===== config.mk =====
export PLATFORM = sky130hd
export DESIGN_NAME = lsu_mem_ctrl
export DESIGN_NICKNAME = d
export VERILOG_FILES = /design/src/rtl/lsu_mem_ctrl.sv
export SDC_FILE = /design/constraint.sdc
export NUM_CORES = 1
export LEC_CHECK = 0
export BUFFER_PORTS_ARGS = -buffer_cell sky130_fd_sc_hd__buf_2
export CORE_MARGIN = 1
export CORE_UTILIZATION = 35
export CTS_BUF_LIST = sky130_fd_sc_hd__clkbuf_4
export DETAILED_ROUTE_END_ITERATION = 12
export GPL_TIMING_DRIVEN = 0
export MAX_ROUTING_LAYER = met4
export PLACE_DENSITY = 0.56
export SYNTH_ARGS = -nofsm -noshare
export SYNTH_HDL_FRONTEND = slang
export SYNTH_SLANG_ARGS = --single-unit

===== constraint.sdc =====
create_clock -name clk -period 7.3 [get_ports clk]
set_input_delay 0 -clock clk [delete_from_list [all_inputs] [get_ports clk]]
set_output_delay 0 -clock clk [all_outputs]
set_load 0.005 [all_outputs]

===== src/rtl/lsu_mem_ctrl.sv =====
// lsu_mem_ctrl: load/store initiator turning byte-addressed requests into 64-bit memory beats
module lsu_mem_ctrl #(
    parameter logic [63:0] MEM_BASE = 64'h0000_0000_8000_0000,
    parameter logic [63:0] MEM_SIZE = 64'h0000_0000_0800_0000
) (
    input  logic        clk,
    input  logic        rst_n,
    input  logic        req_valid,
    output logic        req_ready,
    input  logic        req_wen,
    input  logic [63:0] req_addr,
    input  logic [1:0]  req_size,
    input  logic        req_signed,
    input  logic [63:0] req_wdata,
    output logic        resp_valid,
    input  logic        resp_ready,
    output logic [63:0] resp_rdata,
    output logic        resp_err,
    output logic        ram_rd_en,
    output logic        ram_wr_en,
    output logic [63:0] ram_addr,
    output logic [63:0] ram_wmask,
    output logic [63:0] ram_wr_data,
    input  logic [63:0] ram_rd_data
);
    typedef enum logic [2:0] {IDLE, BEAT0, BEAT1, RESP, ERR} state_t;

    state_t       state;
    logic         wen;
    logic         sgn;
    logic [1:0]   size;
    logic [63:0]  addr;
    logic [63:0]  wdata;
    logic [63:0]  buf_lo;
    logic [63:0]  buf_hi;
    logic [2:0]   off;
    logic [3:0]   nbytes;
    logic         split;
    logic [15:0]  bmask;
    logic [127:0] wshift;
    logic [7:0]   beat_bmask;
    logic         in_beat;
    logic [3:0]   req_nbytes;
    logic         req_fault;

    // Byte lanes of the latched access spread over two consecutive words
    assign off        = addr[2:0];
    assign nbytes     = 4'd1 << size;
    assign split      = ({1'b0, off} + nbytes) > 4'd8;
    assign bmask      = {8'h00, 8'hFF >> (4'd8 - nbytes)} << off;
    assign wshift     = {64'd0, wdata} << {off, 3'b000};
    assign req_nbytes = 4'd1 << req_size;
    assign req_fault  = (req_addr < MEM_BASE) ||
                        (({1'b0, req_addr} + 65'(req_nbytes)) > ({1'b0, MEM_BASE} + {1'b0, MEM_SIZE}));

    function automatic logic [63:0] load_val(input logic [127:0] raw, input logic [2:0] o,
                                             input logic [1:0] s, input logic sg);
        logic [127:0] sh;
        logic [63:0]  v;
        sh = raw >> {o, 3'b000};
        v  = sh[63:0];
        return s == 2'd0 ? {{56{sg & v[7]}}, v[7:0]} :
               s == 2'd1 ? {{48{sg & v[15]}}, v[15:0]} :
               s == 2'd2 ? {{32{sg & v[31]}}, v[31:0]} : v;
    endfunction

    // Memory port is driven only while a beat is in flight, low word in BEAT0, high word in BEAT1
    always_comb begin
        in_beat     = (state == BEAT0) || (state == BEAT1);
        ram_rd_en   = in_beat & ~wen;
        ram_wr_en   = in_beat & wen;
        ram_addr    = in_beat ? {addr[63:3], 3'b000} + ((state == BEAT1) ? 64'd8 : 64'd0) : 64'd0;
        beat_bmask  = ram_wr_en ? ((state == BEAT1) ? bmask[15:8] : bmask[7:0]) : 8'd0;
        ram_wr_data = ram_wr_en ? ((state == BEAT1) ? wshift[127:64] : wshift[63:0]) : 64'd0;
    end

    for (genvar i = 0; i < 8; i++) begin : g_mask
        assign ram_wmask[8*i +: 8] = {8{beat_bmask[i]}};
    end

    // Request/response sequencing with one outstanding access and registered handshake outputs
    always_ff @(posedge clk or negedge rst_n) begin
        if (!rst_n) begin
            state      <= IDLE;
            req_ready  <= 1'b0;
            resp_valid <= 1'b0;
            resp_err   <= 1'b0;
            resp_rdata <= 64'd0;
            wen        <= 1'b0;
            sgn        <= 1'b0;
            size       <= 2'd0;
            addr       <= 64'd0;
            wdata      <= 64'd0;
            buf_lo     <= 64'd0;
            buf_hi     <= 64'd0;
        end else begin
            case (state)
                IDLE: begin
                    req_ready <= 1'b1;
                    if (req_valid && req_ready) begin
                        wen        <= req_wen;
                        sgn        <= req_signed;
                        size       <= req_size;
                        addr       <= req_addr;
                        wdata      <= req_wdata;
                        req_ready  <= 1'b0;
                        resp_valid <= req_fault;
                        resp_err   <= req_fault;
                        state      <= req_fault ? ERR : BEAT0;
                    end
                end
                BEAT0: begin
                    if (!wen) buf_lo <= ram_rd_data;
                    if (split) begin
                        state <= BEAT1;
                    end else begin
                        state      <= RESP;
                        resp_valid <= 1'b1;
                        resp_rdata <= wen ? 64'd0 : load_val({64'd0, ram_rd_data}, off, size, sgn);
                    end
                end
                BEAT1: begin
                    if (!wen) buf_hi <= ram_rd_data;
                    state      <= RESP;
                    resp_valid <= 1'b1;
                    resp_rdata <= wen ? 64'd0 : load_val({ram_rd_data, buf_lo}, off, size, sgn);
                end
                RESP, ERR: begin
                    if (resp_ready) begin
                        state      <= IDLE;
                        req_ready  <= 1'b1;
                        resp_valid <= 1'b0;
                        resp_err   <= 1'b0;
                        resp_rdata <= 64'd0;
                    end
                end
                default: state <= IDLE;
            endcase
        end
    end
endmodule


-- Word-level counts from Yosys, hierarchy flattened
Index checks and enable logic that the tools add are counted.
- word-level logic and storage cells: 89
- register bits: 266
- input port bits: 200
- multiplexer cells: 30
- shift-type cells: 7
- magnitude comparators: 3
- reduce and logical (&&, ||, !) cells: 16
- add/sub/neg operators: 4
- bitwise logic cells: 9
- equality and inequality tests: 9
- operator list (cell ; count):
    2-to-1 mux 64 bit ; 13
    one-hot mux 64 bit (3 select lines) ; 1
    left shift 64 x 6 -> 128 bit ; 1
    >> shifter 128 x 6 -> 64 bit ; 1
    adder 64 x 4 -> 65 bit ; 1
    greater-than comparator 65 x 32 -> 1 bit (second input constant) ; 1
    adder 64 x 4 -> 64 bit ; 1
    < comparator 64 x 32 -> 1 bit (second input constant) ; 1
    >> shifter 64 x 6 -> 64 bit ; 1
    2-to-1 mux 8 bit ; 2
    left shift 8 x 3 -> 16 bit ; 1
    one-hot mux 3 bit (4 select lines) ; 1
    2-to-1 mux 3 bit ; 3
    AND 1 bit ; 8
    AND reduction 2 bit ; 4
    left shift 1 x 2 -> 4 bit (first input constant) ; 2
    >> shifter 8 x 4 -> 8 bit (first input constant) ; 1
    == test 3 x 2 -> 1 bit (second input constant) ; 2
    2-to-1 mux 1 bit ; 6
    != test 2 bit (second input constant) ; 3
    AND reduction 3 bit ; 2
    adder 3 x 4 -> 4 bit ; 1
    greater-than comparator 4 bit (second input constant) ; 1
    2-to-1 mux 4 bit ; 1
    17 further kinds ; 19

-- Longest topological paths before layout
Gate-level depths: netlist of the first run.
- depth after elaboration: 8
- mapped depth: 17
- depth with buffers taken out: 13

-- Worst setup path before layout of the first run
OpenSTA, ideal clock, no wires.
- path type: register to register
- start point: reg addr[1]
- end point: reg resp_rdata[51]
- setup slack: 3.184 ns
- cell stages (with the launch flop): 18
- data arrival time: 3.997 ns
- library setup time: 0.119 ns
- cell sequence: dfrtp_1 buf_2 buf_1 clkbuf_1 buf_2 buf_2 inv_1 clkbuf_1 fa_1 xor2_1 a31oi_1 nor2_1 a21oi_1 o22ai_1 clkbuf_1 buf_1 o221ai_1 o21a_1
- cells in the longest elaborated chain, start to end: 8
- ends and longest elaborated chain (what ; line ; source):
    start, declared ; 32 ; logic [63:0] addr;
    start signal, assigned ; 104 ; addr <= req_addr;
    >> shifter 64 x 6 -> 64 bit ; 60 ; sh = raw >> {o, 3'b000};
    AND 1 bit ; 64 ; s == 2'd2 ? {{32{sg & v[31]}}, v[31:0]} : v;
    2-to-1 mux 64 bit ; 64 ;
    2-to-1 mux 64 bit ; 63 ; s == 2'd1 ? {{48{sg & v[15]}}, v[15:0]} :
    2-to-1 mux 64 bit ; 62 ; return s == 2'd0 ? {{56{sg & v[7]}}, v[7:0]} :
    2-to-1 mux 64 bit ; 119 ; resp_rdata <= wen ? 64'd0 : load_val({64'd0, ram_rd_data}, off, size, sgn);
    2-to-1 mux 64 bit ; 114 ; if (split) begin
    one-hot mux 64 bit (3 select lines) ; 97 ; case (state)
    end signal, assigned ; 119 ;
    end signal, assigned ; 126 ; resp_rdata <= wen ? 64'd0 : load_val({ram_rd_data, buf_lo}, off, size, sgn);
    end, declared ; 17 ; output logic [63:0] resp_rdata,
Several ways; a longest one is shown, not always the timed one. The select of a mux whose other input is x is not followed.
A chain may end at the register's enable or synchronous reset.

-- Worst setup path in the final report of the first run
Same ends and word-level chain as after synthesis.

==> qor.tcl, run 1 <==
set qor(synth_simple_gate_area_share_pct) 24.5
set qor(status) {complete, no violations}
set qor(wire_per_inst_um) 28.1
set qor(layout_cell_share_with_drive_strength_beyond_1_pct) 22.5
set qor(worst_hold_path_type) {in2reg}
set qor(postRouteWirelength_mm) 127
set qor(relSlewSlack_pct) 13.4
set qor(clk_path_buf_depth) 3
set qor(startpoint_kind_of_the_worst_setup_timing_path) {flip-flop}
set qor(period_utilization_post_route_pct) 99.6
set qor(synth_compound_area_share_pct) 18.3
set qor(fmax_mhz) 138
set qor(clkSlewWorstSetupHoldPaths_ps) 70
set qor(htree_num_levels) 3
set qor(fin_worst_skew_ps) 92.0
set qor(detail_route.drc_violations) 0
set qor(synth.avg_cell_area_um2) 7.85
set qor(timing_max_transition_violations_final) 0
set qor(placement_rows) 90
set qor(ios) 461
set qor(cp.required_ps) 8040
set qor(p_per_area_mw_per_mm2) 358
set qor(clock_tree_from_tritoncts) {built}
set qor(placement.io_buffers) 446
set qor(dr.pass1.iters) 7
set qor(finish.net_count) 3877
set qor(dieWidth_um) 249
set qor(grt_pass1_wl_mm) 183
set qor(initial_standard_cell_utilization_of_the_core_pct) 35.3
set qor(cts-root-buf) {sky130_fd_sc_hd__clkbuf_4}
set qor(ant_nets) 0
set qor(critical_path.max_fanout) 10
set qor(cts_setup_buffers) 0
set qor(post_synth_edffs) 0
set qor(worst_setup_slack_post_dpl_ps) 147
set qor(timing.final.setup_violations) 0
set qor(fin_setup_tns_ps) 0
set qor(worst_ep_arrival_time_ps) 8010
set qor(timing.final.ws_setup_ps) 29.7
set qor(dieArea_mm2) 0.0618
set qor(synthFlopType) {sky130_fd_sc_hd__dfrtp_1}
set qor(detailed_place_hpwl_mm) 92.9
set qor(numCtsBuffers) 83
set qor(synthesis.instances) 2711
set qor(synth_adder_area_share_pct) 0.717
set qor(p_leak_nw) 13.5
set qor(detail_route.iter0.violations) 2853
set qor(post_synth_num_cell_types) 72
set qor(worstSetupPathType) {reg2reg}
set qor(layout-area-overhead-vs-synth_pct) 40.5
set qor(ys.warnings.count) 0
set qor(finalWeightedCongestion) 1.04
set qor(seq_cells_post_synth) 266
set qor(timing_hold_violations_final) 0
set qor(worst_slew_pin_slew_ps) 1290
set qor(grt_max_degree) 113
set qor(globalRouteOverflowTotal) 0
set qor(die-height_um) 249
set qor(routed-via-count) 27100
set qor(crit_path_end_kind) {flip-flop}
set qor(post_synth_arst_share_pct) 100
set qor(part_of_the_yosys_area_used_for_sequential_elements_pct) 31.3
set qor(drv_cap) 0
set qor(via_count_of_the_first_global_routing_pass) 26800
set qor(core_area_mm2) 0.0602
set qor(antenna_violations_before_repair) 17
set qor(unrepaired_setup_endpoints_after_global_routing) {false}
set qor(area_share_of_xor_xnor_cells_in_the_synthesized_design_pct) 2.68
set qor(combinational_family_with_the_most_area_after_synthesis) {simple AND/OR/NAND/NOR gates}
set qor(gr-usage-all-layers_pct) 41.6
set qor(cts_num_sinks) 266
set qor(synth.mux.area_fraction_pct) 16.1
set qor(timing.final.crit_period_ps) 7270
set qor(synth.cell_area_mm2) 0.0213
set qor(insertion_delay_ps) 910
set qor(max-vdd-ir-drop_mv) 0.171
set qor(avgViaCountPerCell) 5.99
==> Yosys cell counts (all sizes together), types with 9 or more instances <==
cell | count | area share [%]
a31oi | 36 | 1.1
a221o | 12 | 0.56
a21oi | 175 | 4.1
nand3 | 78 | 1.8
a21o | 9 | 0.32
nand2 | 607 | 11
o22ai | 15 | 0.44
o21a | 12 | 0.42
buf | 101 | 2.9
nand2b | 10 | 0.29
mux2i | 114 | 5.4
nor2 | 259 | 4.6
nor3 | 33 | 0.80
a22oi | 76 | 2.7
dfrtp | 266 | 31
and2 | 9 | 0.26
or3 | 28 | 0.82
a211oi | 28 | 0.99
o31ai | 10 | 0.35
o211ai | 17 | 0.60
o21ai | 151 | 3.6
nor2b | 23 | 0.68
mux2 | 111 | 5.9
nor4 | 21 | 0.75
o22a | 9 | 0.37
clkbuf | 164 | 2.9
inv | 34 | 0.60
and3 | 38 | 1.1
o221ai | 18 | 0.77
xor2 | 38 | 1.6
and4 | 14 | 0.58
ha | 9 | 0.53
mux4 | 46 | 4.9
xnor2 | 27 | 1.1
nand4 | 36 | 1.1
==> worst max-delay path, stage by stage, from the launching register on <==
cell and delay [ps]:
sky130_fd_sc_hd__dfrtp_1 510, sky130_fd_sc_hd__buf_2 350, sky130_fd_sc_hd__buf_1 490, sky130_fd_sc_hd__clkbuf_1 580, sky130_fd_sc_hd__buf_2 500, sky130_fd_sc_hd__buf_2 520
sky130_fd_sc_hd__inv_1 220, sky130_fd_sc_hd__clkbuf_1 480, sky130_fd_sc_hd__fa_1 580, sky130_fd_sc_hd__xor2_1 160, sky130_fd_sc_hd__a31oi_1 160, sky130_fd_sc_hd__nor2_1 200
sky130_fd_sc_hd__a21oi_1 90, sky130_fd_sc_hd__o22ai_1 680, sky130_fd_sc_hd__clkbuf_1 560, sky130_fd_sc_hd__clkbuf_2 450, sky130_fd_sc_hd__o221ai_1 350, sky130_fd_sc_hd__o21a_1 190
==> state kept, by name, summed over array words and instances, names as in the netlist <==
name        count
addr           64
buf_lo         64
resp_rdata     64
wdata          64
state           3
size            2
req_ready       1
resp_err        1
resp_valid      1
sgn             1
wen             1
==> where the power goes <==
part           total [mW]  switching (mW)  internal [mW]  leakage, nW
clock network        1.54           0.771          0.771        0.618
logic                6.39            4.26           2.13         9.53
registers            2.76           0.743           2.02         3.39
==> path summary, 6_finish.rpt <==
check	start	end	slack, ps	cells past startpoint
hold / removal	req_addr[20]	addr[20]	70	4
min in group asynchronous	rst_n	resp_rdata[18]	300	4
hold reg to reg	resp_rdata[4]	resp_rdata[4]	470	2
max in group asynchronous	rst_n	wdata[33]	6330	4
setup / recovery	addr[1]	resp_rdata[51]	30	17
setup reg to reg	addr[1]	resp_rdata[51]	30	17
==> per-layer routing <==
metal	global-route usage, %	up-vias	part of all wire (%)
li1	-	11600	-
met2	62.6	1903	44
met3	11.9	432	10
met1	51.7	13200	41
met5	-	-	0
met4	18.3	0	4.8
==> kinds of logic (layout without fill, tap and decap cells) <==
family,after synthesis,in the layout
simple gates,1182,1182
compound gates,616,616
buf+inv,299,1313
mux,271,271
flops,266,266
xor+xnor,65,65
fa+ha+maj,11,11
other cells,1,20
==> layout make-up <==
| cell class | count | area [um^2] |
|---|---|---|
| Multi-Input combinational cell | 2148 | 13300 |
| Fill cell | 5823 | 30400 |
| Clock inverter | 30 | 164 |
| Clock buffer | 116 | 871 |
| Antenna cell | 17 | 42.5 |
| Sequential cell | 266 | 6660 |
| Timing Repair Buffer | 868 | 6510 |
| Inverter | 34 | 128 |
| Buffer | 265 | 1250 |
| Tap cell | 782 | 978 |
==> cell usage in the layout (no fill, tap or decap), types with 23 or more instances in the layout <==
cell type,netlist,layout
sky130_fd_sc_hd__nand4_1,35,35
sky130_fd_sc_hd__and3_1,38,38
sky130_fd_sc_hd__nand3_1,78,78
sky130_fd_sc_hd__a21oi_1,175,175
sky130_fd_sc_hd__buf_4,59,61
sky130_fd_sc_hd__nand2_1,607,607
sky130_fd_sc_hd__nor2_1,259,259
sky130_fd_sc_hd__clkbuf_1,164,164
sky130_fd_sc_hd__a211oi_1,28,27
sky130_fd_sc_hd__xor2_1,38,38
sky130_fd_sc_hd__o21ai_0,149,149
sky130_fd_sc_hd__xnor2_1,27,27
sky130_fd_sc_hd__inv_1,33,33
sky130_fd_sc_hd__buf_2,15,460
sky130_fd_sc_hd__a31oi_1,36,36
sky130_fd_sc_hd__mux4_2,46,46
sky130_fd_sc_hd__dlygate4sd3_1,0,417
sky130_fd_sc_hd__or3_1,28,28
sky130_fd_sc_hd__mux2i_1,114,114
sky130_fd_sc_hd__nor3_1,32,30
sky130_fd_sc_hd__a22oi_1,76,76
sky130_fd_sc_hd__clkbuf_4,0,116
sky130_fd_sc_hd__nor2b_1,23,23
sky130_fd_sc_hd__dfrtp_1,266,266
sky130_fd_sc_hd__buf_1,26,23
sky130_fd_sc_hd__mux2_2,111,111
==> metrics by stage <==
step / power (mW) / hold slack (ps) / utilization (%) / instance area [um^2] / cells
after floorplan: 5.95 / -296 / - / 21300 / 2713
after global placement: 8.53 / 196 / 40.7 / 24500 / 3941
after detailed placement: 8.55 / -51.3 / 40.8 / 24600 / 3945
after CTS: 10.3 / 0.872 / 49.5 / 29800 / 4509
after global routing: 11.1 / 3.22 / 49.6 / 29900 / 4526
final: 10.7 / 70.0 / 49.6 / 29900 / 4526
==> timing repair <==
item                                   CTS  global route
hold buffers                           418             0
endpoints found under the hold margin  504             0
setup endpoints to repair                0            34
gates resized for setup                  0             8
(Power assumes the default switching activity.)
==> inputs of run 2 (changes only) <==
- clock period: 7.3 -> 7.27 ns (I/O delays scaled with it)
==> qor.tcl, run 2 (synthesis results as in run 1) <==
set qor(gr-usage-all-layers_pct) 41.6
set qor(layout-area-overhead-vs-synth_pct) 40.5
set qor(htree_num_levels) 3
set qor(max-vdd-ir-drop_mv) 0.171
set qor(cp.required_ps) 8010
set qor(numCtsBuffers) 83
set qor(multiInputGateArea_mm2) 0.0133
set qor(worst_hold_path_type) {in2reg}
set qor(die-height_um) 249
set qor(via_count_of_the_first_global_routing_pass) 26800
set qor(routed-via-count) 27200
set qor(worst_slew_pin_slew_ps) 1300
set qor(wire_per_inst_um) 28.1
set qor(cts_setup_buffers) 0
set qor(cts_num_sinks) 266
set qor(globalRouteOverflowTotal) 0
set qor(clk_path_buf_depth) 3
set qor(worst_ep_arrival_time_ps) 7740
set qor(layout_commonest_cell) {sky130_fd_sc_hd__nand2_1}
set qor(dpl_cell_area_mm2) 0.0246
set qor(ios) 461
set qor(placement_rows) 90
set qor(finalWeightedCongestion) 1.04
set qor(cts-root-buf) {sky130_fd_sc_hd__clkbuf_4}
set qor(drv_cap) 0
set qor(clock_tree_from_tritoncts) {built}
set qor(startpoint_kind_of_the_worst_setup_timing_path) {flip-flop}
set qor(clkSlewWorstSetupHoldPaths_ps) 80
set qor(grt_max_degree) 113
set qor(initial_standard_cell_utilization_of_the_core_pct) 35.3
set qor(postRouteWirelength_mm) 127
set qor(detail_route.drc_violations) 0
set qor(worstSetupPathType) {reg2reg}
set qor(layout_cell_share_with_drive_strength_beyond_1_pct) 22.5
set qor(critical_path.max_fanout) 10
set qor(final_core_utilization_pct) 49.6
set qor(detail_route.iter0.violations) 2866
set qor(finish.net_count) 3877
set qor(mostFrequentLayoutCells) {sky130_fd_sc_hd__nand2_1 (607), sky130_fd_sc_hd__buf_2 (460), sky130_fd_sc_hd__dlygate4sd3_1 (417)}
set qor(fin_setup_tns_ps) 0
set qor(timing_hold_violations_final) 0
set qor(post-layout-total-power_mw) 10.7
set qor(timing.final.crit_period_ps) 7000
set qor(antenna_violations_before_repair) 17
set qor(relSlewSlack_pct) 12.3
set qor(placement.io_buffers) 446
set qor(fmax_mhz) 143
set qor(p_leak_nw) 13.5
set qor(p_per_area_mw_per_mm2) 359
set qor(detailed_place_hpwl_mm) 92.9
set qor(insertion_delay_ps) 910
set qor(dieArea_mm2) 0.0618
set qor(fin_worst_skew_ps) 90.2
set qor(status) {complete, no violations}
set qor(postLayoutCellArea_mm2) 0.0299
set qor(timing.final.ws_setup_ps) 269
set qor(dr.pass1.iters) 8
set qor(unrepaired_setup_endpoints_after_global_routing) {false}
set qor(crit_path_end_kind) {flip-flop}
set qor(avgViaCountPerCell) 6.01
set qor(register_area_mm2) 0.00666
set qor(timing.final.setup_violations) 0
set qor(grt_pass1_wl_mm) 183
set qor(worst_setup_slack_post_dpl_ps) 117
set qor(fillerInstances) 5822
set qor(core_area_mm2) 0.0602
set qor(dieWidth_um) 249
set qor(timing_max_transition_violations_final) 0
set qor(ant_nets) 0
set qor(period_utilization_post_route_pct) 96.3
==> run 2: cell types whose count changed in the layout (fill, tap and decap cells not counted) <==
cell                      delta
sky130_fd_sc_hd__o22ai_1     -1
sky130_fd_sc_hd__o22ai_2     +1
==> run 2: layout make-up <==
type | instances | area share, %
multi-input cells | 2148 | 44.5
clock buffers | 116 | 2.91
well taps | 782 | 3.27
diodes | 17 | 0.142
inverters | 34 | 0.427
plain buffers | 265 | 4.17
repair buffers | 868 | 21.8
clock inverters | 30 | 0.548
flip-flops and latches | 266 | 22.3
==> run 2: through the flow <==
| step | cells | hold slack, ps |
|---|---|---|
| 2_1_floorplan | 2713 | -296 |
| 3_3_place_gp | 3941 | 196 |
| 3_5_place_dp | 3945 | -51.3 |
| 4_1_cts | 4509 | 0.872 |
| 5_1_grt | 4526 | 3.22 |
| 6_report | 4526 | 72.4 |
==> run 2: final timing paths <==
kind / startpoint / to / slack [ps] / depth (start not counted)
worst min-delay path: ram_rd_data[14] / buf_lo[14] / 70 / 3
min in group asynchronous: rst_n / resp_rdata[18] / 300 / 4
worst max-delay path: addr[1] / resp_rdata[51] / 270 / 17
worst min register to register: resp_rdata[4] / resp_rdata[4] / 470 / 2
max in group asynchronous: rst_n / wdata[33] / 6290 / 4
worst max register to register: addr[1] / resp_rdata[51] / 270 / 17
==> run 2: repair_timing <==
| item | CTS | global route |
|---|---|---|
| setup endpoints to repair | 0 | 36 |
| hold buffers | 418 | 0 |
| hold endpoints to repair | 504 | 0 |
| gates resized for setup | 0 | 9 |
==> run 2: critical path, stage by stage, from the launching register on <==
cell and delay [ps]:
sky130_fd_sc_hd__dfrtp_1 500, sky130_fd_sc_hd__buf_2 350, sky130_fd_sc_hd__buf_1 490, sky130_fd_sc_hd__clkbuf_1 580, sky130_fd_sc_hd__buf_2 500, sky130_fd_sc_hd__buf_2 530, sky130_fd_sc_hd__inv_1 210, sky130_fd_sc_hd__clkbuf_1 480
sky130_fd_sc_hd__fa_1 580, sky130_fd_sc_hd__xor2_1 160, sky130_fd_sc_hd__a31oi_1 160, sky130_fd_sc_hd__nor2_1 200, sky130_fd_sc_hd__a21oi_1 100, sky130_fd_sc_hd__o22ai_2 420, sky130_fd_sc_hd__clkbuf_1 530, sky130_fd_sc_hd__clkbuf_2 450
sky130_fd_sc_hd__o221ai_1 350, sky130_fd_sc_hd__o21a_1 190
==> run 2: power breakdown <==
group | internal (mW) | total (mW) | switching (mW)
Combinational | 2.14 | 6.42 | 4.28
Clock | 0.775 | 1.55 | 0.776
Sequential | 2.03 | 2.77 | 0.745
==> run 2: layer usage <==
metal  global-route usage, %  up-vias  wire length [um]
li1                        -    11600                 -
met1                    51.7    13200             51600
met4                    18.3        0              6220
met2                    62.6     1935             56200
met5                       -        -                 0
met3                    11.9      429             13300
